## src/rtl/regaccess_pkg.sv

```systemverilog
// Shared definitions for the register-access SPI master: field widths,
// FSM state encoding and small constant helpers.
package regaccess_pkg;

    localparam int RA_WE_BIT   = 7;
    localparam int RA_REGNUM_W = 7;
    localparam int RA_DATA_W   = 8;

    typedef enum logic [2:0] {
        IDLE,
        SETUP,
        SHIFT0,
        GAP,
        SHIFT1,
        HOLD,
        SSGAP
    } ra_state_e;

    // Largest of three timing parameters; sizes the shared phase counter.
    function automatic int ra_max3(input int a, input int b, input int c);
        int m;
        m = (a > b) ? a : b;
        return (m > c) ? m : c;
    endfunction

    // Command byte sent first in every transaction: write flag over register number.
    function automatic logic [RA_DATA_W-1:0] ra_cmd_byte(input logic we,
                                                         input logic [RA_REGNUM_W-1:0] regnum);
        logic [RA_DATA_W-1:0] b;
        b = '0;
        b[RA_REGNUM_W-1:0] = regnum;
        b[RA_WE_BIT] = we;
        return b;
    endfunction

endpackage

```

## src/rtl/regaccess_master_if.sv

```systemverilog
// Request/response handshake between a register-access client and the SPI master.
interface regaccess_master_if import regaccess_pkg::*; ();

    logic                   req_valid;
    logic                   req_ready;
    logic                   req_write;
    logic [RA_REGNUM_W-1:0] req_regnum;
    logic [RA_DATA_W-1:0]   req_wdata;
    logic                   rsp_valid;
    logic [RA_DATA_W-1:0]   rsp_rdata;
    logic                   busy;

    // Client side: issues requests, receives completions.
    modport master (
        output req_valid, req_write, req_regnum, req_wdata,
        input  req_ready, rsp_valid, rsp_rdata, busy
    );

    // SPI engine side: accepts requests, reports completions.
    modport slave (
        input  req_valid, req_write, req_regnum, req_wdata,
        output req_ready, rsp_valid, rsp_rdata, busy
    );

endinterface

```

## src/rtl/spi_master_byte.sv

```systemverilog
// One-byte SPI mode-0 shifter: CLK_DIV cycles sck low, CLK_DIV high per bit,
// MSB first, miso sampled as sck rises. done flags the final clk cycle of the byte.
module spi_master_byte import regaccess_pkg::*; #(
    parameter int CLK_DIV = 4
) (
    input  logic                 clk,
    input  logic                 rst,
    input  logic                 start,
    input  logic [RA_DATA_W-1:0] tx_byte,
    input  logic                 miso,
    output logic                 sck,
    output logic                 mosi,
    output logic                 done,
    output logic [RA_DATA_W-1:0] rx_byte
);

    localparam int CW = $clog2(CLK_DIV);

    logic                 active;
    logic [CW-1:0]        cnt;
    logic [2:0]           bit_cnt;
    logic [RA_DATA_W-1:0] tx_sh;
    logic                 phase_end;

    assign phase_end = active && (cnt == CW'(CLK_DIV - 1));
    assign done      = phase_end && sck && (bit_cnt == 3'd7);
    assign mosi      = tx_sh[RA_DATA_W-1];

    // Half-period timing, sck toggling, miso capture on rise and mosi shift on fall.
    always_ff @(posedge clk) begin
        // NOTE: state registers use non-blocking assignments so every flop samples pre-edge values.
        if (rst) begin
            active  <= 1'b0;
            cnt     <= '0;
            bit_cnt <= '0;
            tx_sh   <= '0;
            sck     <= 1'b0;
            rx_byte <= '0;
        end else if (start) begin
            active  <= 1'b1;
            cnt     <= '0;
            bit_cnt <= '0;
            tx_sh   <= tx_byte;
            sck     <= 1'b0;
        end else if (phase_end) begin
            cnt <= '0;
            if (!sck) begin
                sck     <= 1'b1;
                rx_byte <= {rx_byte[RA_DATA_W-2:0], miso};
            end else begin
                sck <= 1'b0;
                if (bit_cnt == 3'd7) begin
                    active <= 1'b0;
                end else begin
                    bit_cnt <= bit_cnt + 3'd1;
                    tx_sh   <= {tx_sh[RA_DATA_W-2:0], 1'b0};
                end
            end
        end else if (active) begin
            cnt <= cnt + 1'b1;
        end
    end

endmodule

```

## src/rtl/regaccess_master.sv

```systemverilog
// Register-access SPI master: turns one request into a two-byte SPI
// transaction (command byte, data byte) inside a single ss-low window.
module regaccess_master import regaccess_pkg::*; #(
    parameter int CLK_DIV  = 4,
    parameter int BYTE_GAP = 8,
    parameter int SS_GAP   = 8
) (
    input  logic               clk,
    input  logic               rst,
    regaccess_master_if.slave  bus,
    output logic               ss,
    output logic               sck,
    output logic               mosi,
    input  logic               miso
);

    localparam int CNT_MAX = ra_max3(CLK_DIV, BYTE_GAP, SS_GAP);
    localparam int CW      = $clog2(CNT_MAX + 1);

    ra_state_e            state, state_nx;
    logic [CW-1:0]        cnt;
    logic [CW-1:0]        phase_last;
    logic                 phase_done;
    logic                 timed_state;
    logic                 accept;
    logic                 is_write;
    logic [RA_DATA_W-1:0] tx0, tx1;
    logic                 spi_start, spi_mosi, spi_done;
    logic [RA_DATA_W-1:0] spi_tx, spi_rx;
    logic                 rsp_fire;

    assign accept      = (state == IDLE) && bus.req_valid;
    assign timed_state = (state == SETUP) || (state == GAP) || (state == HOLD) || (state == SSGAP);
    assign phase_done  = (cnt == phase_last);
    assign rsp_fire    = (state == HOLD) && phase_done;
    assign spi_tx      = (state == GAP) ? tx1 : tx0;

    assign bus.busy      = (state != IDLE);
    assign bus.req_ready = (state == IDLE);
    assign ss            = (state == IDLE) || (state == SSGAP);

    spi_master_byte #(.CLK_DIV(CLK_DIV)) u_shift (
        .clk     (clk),
        .rst     (rst),
        .start   (spi_start),
        .tx_byte (spi_tx),
        .miso    (miso),
        .sck     (sck),
        .mosi    (spi_mosi),
        .done    (spi_done),
        .rx_byte (spi_rx)
    );

    // Next-state logic: fixed-length phases plus the two shifter-driven bytes.
    always_comb begin
        // NOTE: every combinational output gets a default first so no path infers a latch.
        state_nx   = state;
        spi_start  = 1'b0;
        phase_last = '0;
        case (state)
            IDLE:   if (bus.req_valid) state_nx = SETUP;
            SETUP: begin
                phase_last = CW'(CLK_DIV - 1);
                if (phase_done) begin
                    state_nx  = SHIFT0;
                    spi_start = 1'b1;
                end
            end
            SHIFT0: if (spi_done) state_nx = GAP;
            GAP: begin
                phase_last = CW'(BYTE_GAP - 1);
                if (phase_done) begin
                    state_nx  = SHIFT1;
                    spi_start = 1'b1;
                end
            end
            SHIFT1: if (spi_done) state_nx = HOLD;
            HOLD: begin
                phase_last = CW'(CLK_DIV - 1);
                if (phase_done) state_nx = SSGAP;
            end
            SSGAP: begin
                phase_last = CW'(SS_GAP - 1);
                if (phase_done) state_nx = IDLE;
            end
            default: state_nx = IDLE;
        endcase
    end

    // mosi follows the staged byte outside the shifter and is forced low while ss is high.
    always_comb begin
        mosi = 1'b0;
        case (state)
            SETUP:          mosi = tx0[RA_DATA_W-1];
            SHIFT0, SHIFT1: mosi = spi_mosi;
            GAP:            mosi = tx1[RA_DATA_W-1];
            default:        mosi = 1'b0;
        endcase
    end

    // State register; reset aborts any transaction in flight.
    always_ff @(posedge clk) begin
        if (rst) state <= IDLE;
        else     state <= state_nx;
    end

    // Phase counter restarts on every state change and only runs in fixed-length phases.
    always_ff @(posedge clk) begin
        if (rst || (state_nx != state)) cnt <= '0;
        else if (timed_state)           cnt <= cnt + 1'b1;
    end

    // Capture the request on acceptance so later bus activity cannot disturb it.
    always_ff @(posedge clk) begin
        if (rst) begin
            is_write <= 1'b0;
            tx0      <= '0;
            tx1      <= '0;
        end else if (accept) begin
            is_write <= bus.req_write;
            tx0      <= ra_cmd_byte(bus.req_write, bus.req_regnum);
            tx1      <= bus.req_write ? bus.req_wdata : '0;
        end
    end

    // Completion pulse lands on the cycle ss rises; read data comes from byte 1.
    always_ff @(posedge clk) begin
        if (rst) begin
            bus.rsp_valid <= 1'b0;
            bus.rsp_rdata <= '0;
        end else begin
            bus.rsp_valid <= rsp_fire;
            if (rsp_fire) bus.rsp_rdata <= is_write ? '0 : spi_rx;
        end
    end

endmodule

```

## src/flat_wrapper.sv

```systemverilog
// flat-port wrapper written by rule: the top's interface ports become plain ports
module regaccess_master_flat import regaccess_pkg::*;
#(
    parameter int CLK_DIV  = 4,
    parameter int BYTE_GAP = 8,
    parameter int SS_GAP   = 8
)
  (clk, rst, ss, sck, mosi, miso, bus_req_valid, bus_req_write, bus_req_regnum, bus_req_wdata, bus_req_ready, bus_rsp_valid, bus_rsp_rdata, bus_busy);
  regaccess_master_if bus_i ();
  input  logic clk;
  input  logic rst;
  output logic ss;
  output logic sck;
  output logic mosi;
  input  logic miso;
  input wire logic [$bits(bus_i.req_valid)-1:0] bus_req_valid;
  input wire logic [$bits(bus_i.req_write)-1:0] bus_req_write;
  input wire logic [$bits(bus_i.req_regnum)-1:0] bus_req_regnum;
  input wire logic [$bits(bus_i.req_wdata)-1:0] bus_req_wdata;
  output wire logic [$bits(bus_i.req_ready)-1:0] bus_req_ready;
  output wire logic [$bits(bus_i.rsp_valid)-1:0] bus_rsp_valid;
  output wire logic [$bits(bus_i.rsp_rdata)-1:0] bus_rsp_rdata;
  output wire logic [$bits(bus_i.busy)-1:0] bus_busy;
  assign bus_i.req_valid = bus_req_valid;
  assign bus_i.req_write = bus_req_write;
  assign bus_i.req_regnum = bus_req_regnum;
  assign bus_i.req_wdata = bus_req_wdata;
  assign bus_req_ready = bus_i.req_ready;
  assign bus_rsp_valid = bus_i.rsp_valid;
  assign bus_rsp_rdata = bus_i.rsp_rdata;
  assign bus_busy = bus_i.busy;
  regaccess_master #(.CLK_DIV(CLK_DIV), .BYTE_GAP(BYTE_GAP), .SS_GAP(SS_GAP)) u_core (.clk(clk), .rst(rst), .bus(bus_i), .ss(ss), .sck(sck), .mosi(mosi), .miso(miso));
endmodule
```

## config.mk

```make
export PLATFORM = sky130hd
export DESIGN_NAME = regaccess_master_flat
export DESIGN_NICKNAME = d
export VERILOG_FILES = /design/src/rtl/regaccess_pkg.sv /design/src/rtl/regaccess_master_if.sv /design/src/rtl/spi_master_byte.sv /design/src/rtl/regaccess_master.sv /design/src/flat_wrapper.sv
export SDC_FILE = /design/constraint.sdc
export NUM_CORES = 1
export LEC_CHECK = 0
export ABC_AREA = 1
export CELL_PAD_IN_SITES_DETAIL_PLACEMENT = 1
export CELL_PAD_IN_SITES_GLOBAL_PLACEMENT = 1
export CORE_MARGIN = 2
export CORE_UTILIZATION = 50
export CTS_CLUSTER_SIZE = 8
export DETAILED_ROUTE_END_ITERATION = 8
export DONT_BUFFER_PORTS = 1
export HOLD_SLACK_MARGIN = 0.03
export PLACE_DENSITY_LB_ADDON = 0.1
export SLEW_MARGIN = 5
export SYNTH_ARGS = -nofsm -noshare
export SYNTH_HDL_FRONTEND = slang
export SYNTH_SLANG_ARGS = --single-unit
```

## constraint.sdc

```tcl
create_clock -name clk -period 3.25 [get_ports clk]
set_clock_uncertainty 0.1 [all_clocks]
set_input_delay 0.325 -clock clk [delete_from_list [all_inputs] [get_ports clk]]
set_output_delay 0.325 -clock clk [all_outputs]
set_load 0.02 [all_outputs]
```

==> metrics.yaml <==
run_status:
  status: "finished, final reports clean"
layout:
  area_delta_synth_final_pct: 4.83
  num_antenna_cells: 0
  nNetsFinal: 355
  drive_gt1_share_pct: 15.7
die:
  initial_core_util_pct: 51.7
  dieWidth_um: 76.7
  core_um2: 5110
  fp-row-count: 26
  die_area_um2: 5880
  io-pin-count: 34
  fp.dieH_um: 76.7
sta:
  maxSlewViolCount: 0
  hold_slack_ps: 36.6
  setup_viol: 0
  hold_violations: 0
  tns_ps: 0
  maxSlewHeadroom_pct: 38.4
  fin_crit_ps: 2400
  tightest_slew_ps: 922
  fin_crit_sh_pct: 73.7
  rsz0062_at_grt: "false"
  max_clock_freq_mhz: 417
power_and_ir_drop:
  finalPower_w: 0.00141
  clock_power_share_pct: 33.4
  power_density_nw_per_um2: 510
  p_sw_share_pct: 29.0
  p_seq_share_pct: 52.3
  internal-power_w: 0.00100
  combPwrFrac_pct: 14.3
  power.leakage_nw: 1.03
  power.switching_w: 0.000409
  ir_worst_vdd_mv: 0.287
worst_hold_path:
  hp-class: "primary input to flop"
  hp-start: "bus_req_write"
worst_setup_path:
  required_ps: 2820
  slowest_stage: "dfxtp_1"
  max_stage_delay_ps: 670
  worstSetupPathType: "flop to primary output"
  r2r_start: "u_core.state[1]$_SDFF_PP0_"
  worstSetupStartpoint: "u_core.state[2]$_SDFF_PP0_"
  crit_chain: "inv_4 -> nand3_4 -> clkinv_1 -> nand2_1 -> o311ai_0 -> buf_4"
  critPathMaxFanout: 10
  end_kind: "primary output"
  start_kind: "flop"
  crit_arrival_ps: 1970
flow_run:
  maxCapViolCount: 0
clocking:
  cts-htree-levels: 2
  clkSlewWorstSetupHoldPaths_ps: 100
  worst_skew_pair.late_latency_ps: 320
  cts.repair.resized: 0
  post_cts_buffers: 0
  cts_tree: "yes"
  cts-root-buf: "clkbuf_8"
  clock_path_buffers: 2
  cts_buffers: 5
  cts_sinks: 55
  holdBufCountCts: 1
route:
  vias: 2099
  wire_per_inst_um: 14.6
  drtAntennaViolNets: 0
  viasPerCell: 5.22
  drt-total-wl_um: 5880
  dr.pass1.iters: 4
  drc: 0
  first_iter_violations: 83
placement:
  hpwl_um: 4200
  gp_congestion: 0.754
  portBuffers: 0
logic_synthesis:
  yosysSeqAreaShare_pct: 41.7
  syn-mean-instance-area_um2: 7.90
  ys_ff_latch: 55
  ys_warn_count: 0
  synth_nets: 358
  yosysUniqueCellTypes: 36
  netlist_area_um2: 2640
  syn_inst: 334
global_routing:
  grt_antenna_before_repair: 0
  grt_pass1_wl_um: 10500
  grt_use_total_pct: 22.3
  grt_pass1_vias: 2203
  gr-total-overflow: 0
  grt_max_degree: 25
[layer usage]
layer | global-route usage [%] | up-vias | routed length, um
li1 | - | 1081 | -
met1 | 29.2 | 982 | 2820
met2 | 37.4 | 29 | 2810
met3 | 3.65 | 7 | 159
met4 | 7.64 | 0 | 91
met5 | 0 | - | 0
[kinds of logic after synthesis]
family / share of synthesized area, %
simple gates: 31.9
compound gates: 14.4
flops: 41.7
buf+inv: 8.39
xor+xnor: 1.33
fa+ha+maj: 1.90
mux: 0.379
[synth_stat cells (all sizes together)]
cell type	instances	area (um2)
a21oi	32	183
a31oi	2	12.5
buf	8	73.8
clkbuf	4	15.0
clkinv	2	7.51
dfxtp	55	1100
ha	4	50.1
inv	30	125
mux2i	1	10.0
nand2	90	395
nand3	28	215
nand4	3	18.8
nor2	32	170
nor3	4	31.3
o21ai	32	175
o311ai	1	8.76
or2	2	12.5
xnor2	1	8.76
xor2	3	26.3
[layout make-up]
| type | instances | area [um2] |
|---|---|---|
| clock inverter | 2 | 38.8 |
| tap | 70 | 87.6 |
| timing repair buffer | 2 | 17.5 |
| clock buffer | 6 | 72.6 |
| multi-input combinational | 235 | 1320 |
| sequential | 55 | 1100 |
| fill | 678 | 2340 |
| inverter | 32 | 133 |
[cells in the final DEF (no fill, tap or decap), types with 2 or more instances in the layout]
cell type,count
o21ai_0,19
a21oi_1,28
nand4_1,3
ha_1,4
a21oi_2,3
nand3_4,4
nand2_1,79
inv_1,22
nand2_2,5
nor2_4,2
o21ai_1,9
nor2_8,2
o21ai_2,4
inv_2,5
nand2_4,6
nand3_2,5
clkinv_1,2
nor3_1,3
or2_2,2
clkbuf_8,5
xor2_1,3
nand3_1,19
dfxtp_1,55
a31oi_1,2
inv_4,2
nor2_1,27
[power groups by stage]
stage	registers, W	clock network [W]	logic, W
3_5_place_dp	0.000753	0	0.000198
2_1_floorplan	0.000735	0	0.000190
5_1_grt	0.000743	0.000498	0.000228
4_1_cts	0.000738	0.000480	0.000205
6_report	0.000738	0.000471	0.000202
3_3_place_gp	0.000751	0	0.000191
[final timing paths]
| path | end | cells after the start | slack, ps |
|---|---|---|---|
| setup / recovery | mosi | 6 | 850 |
| hold / removal | u_core.tx0[7]$_SDFFE_PP0P_ | 2 | 40 |
| setup reg to reg | u_core.u_shift.rx_byte[5]$_SDFFE_PP0P_ | 9 | 1110 |
| hold reg to reg | u_core.u_shift.bit_cnt[1]$_SDFFE_PP0P_ | 2 | 370 |
[worst max-delay path, delay by kind of cell, from the launching register on]
family	cells	cell delay, ps
flip-flops	1	670
buffers and inverters	3	530
AND/OR/NAND/NOR	2	300
AO/OA/AOI/OAI	1	150
[state kept, by name, summed over array words and instances (netlist names)]
signal                  count
u_core.u_shift.cnt          2
u_core.u_shift.active       1
u_core.state                3
u_core.u_shift.bit_cnt      3
u_core.cnt                  4
u_core.tx1                  8
u_core.bus.rsp_rdata        8
u_core.bus.rsp_valid        1
u_core.u_shift.rx_byte      8
u_core.u_shift.sck          1
u_core.u_shift.tx_sh        8
u_core.tx0                  8
[per-stage QoR]
stage               area, um2  cells  utilization [%]  worst slack [ps]
finish                   2770    402             54.2               854
global route             2770    402             54.2               680
CTS                      2770    402             54.2               843
detailed placement       2650    393             51.8              1140
global placement         2650    393             51.8              1200
floorplan                2640    334                -              1240
Note: power is estimated with default switching activity, not from simulation.
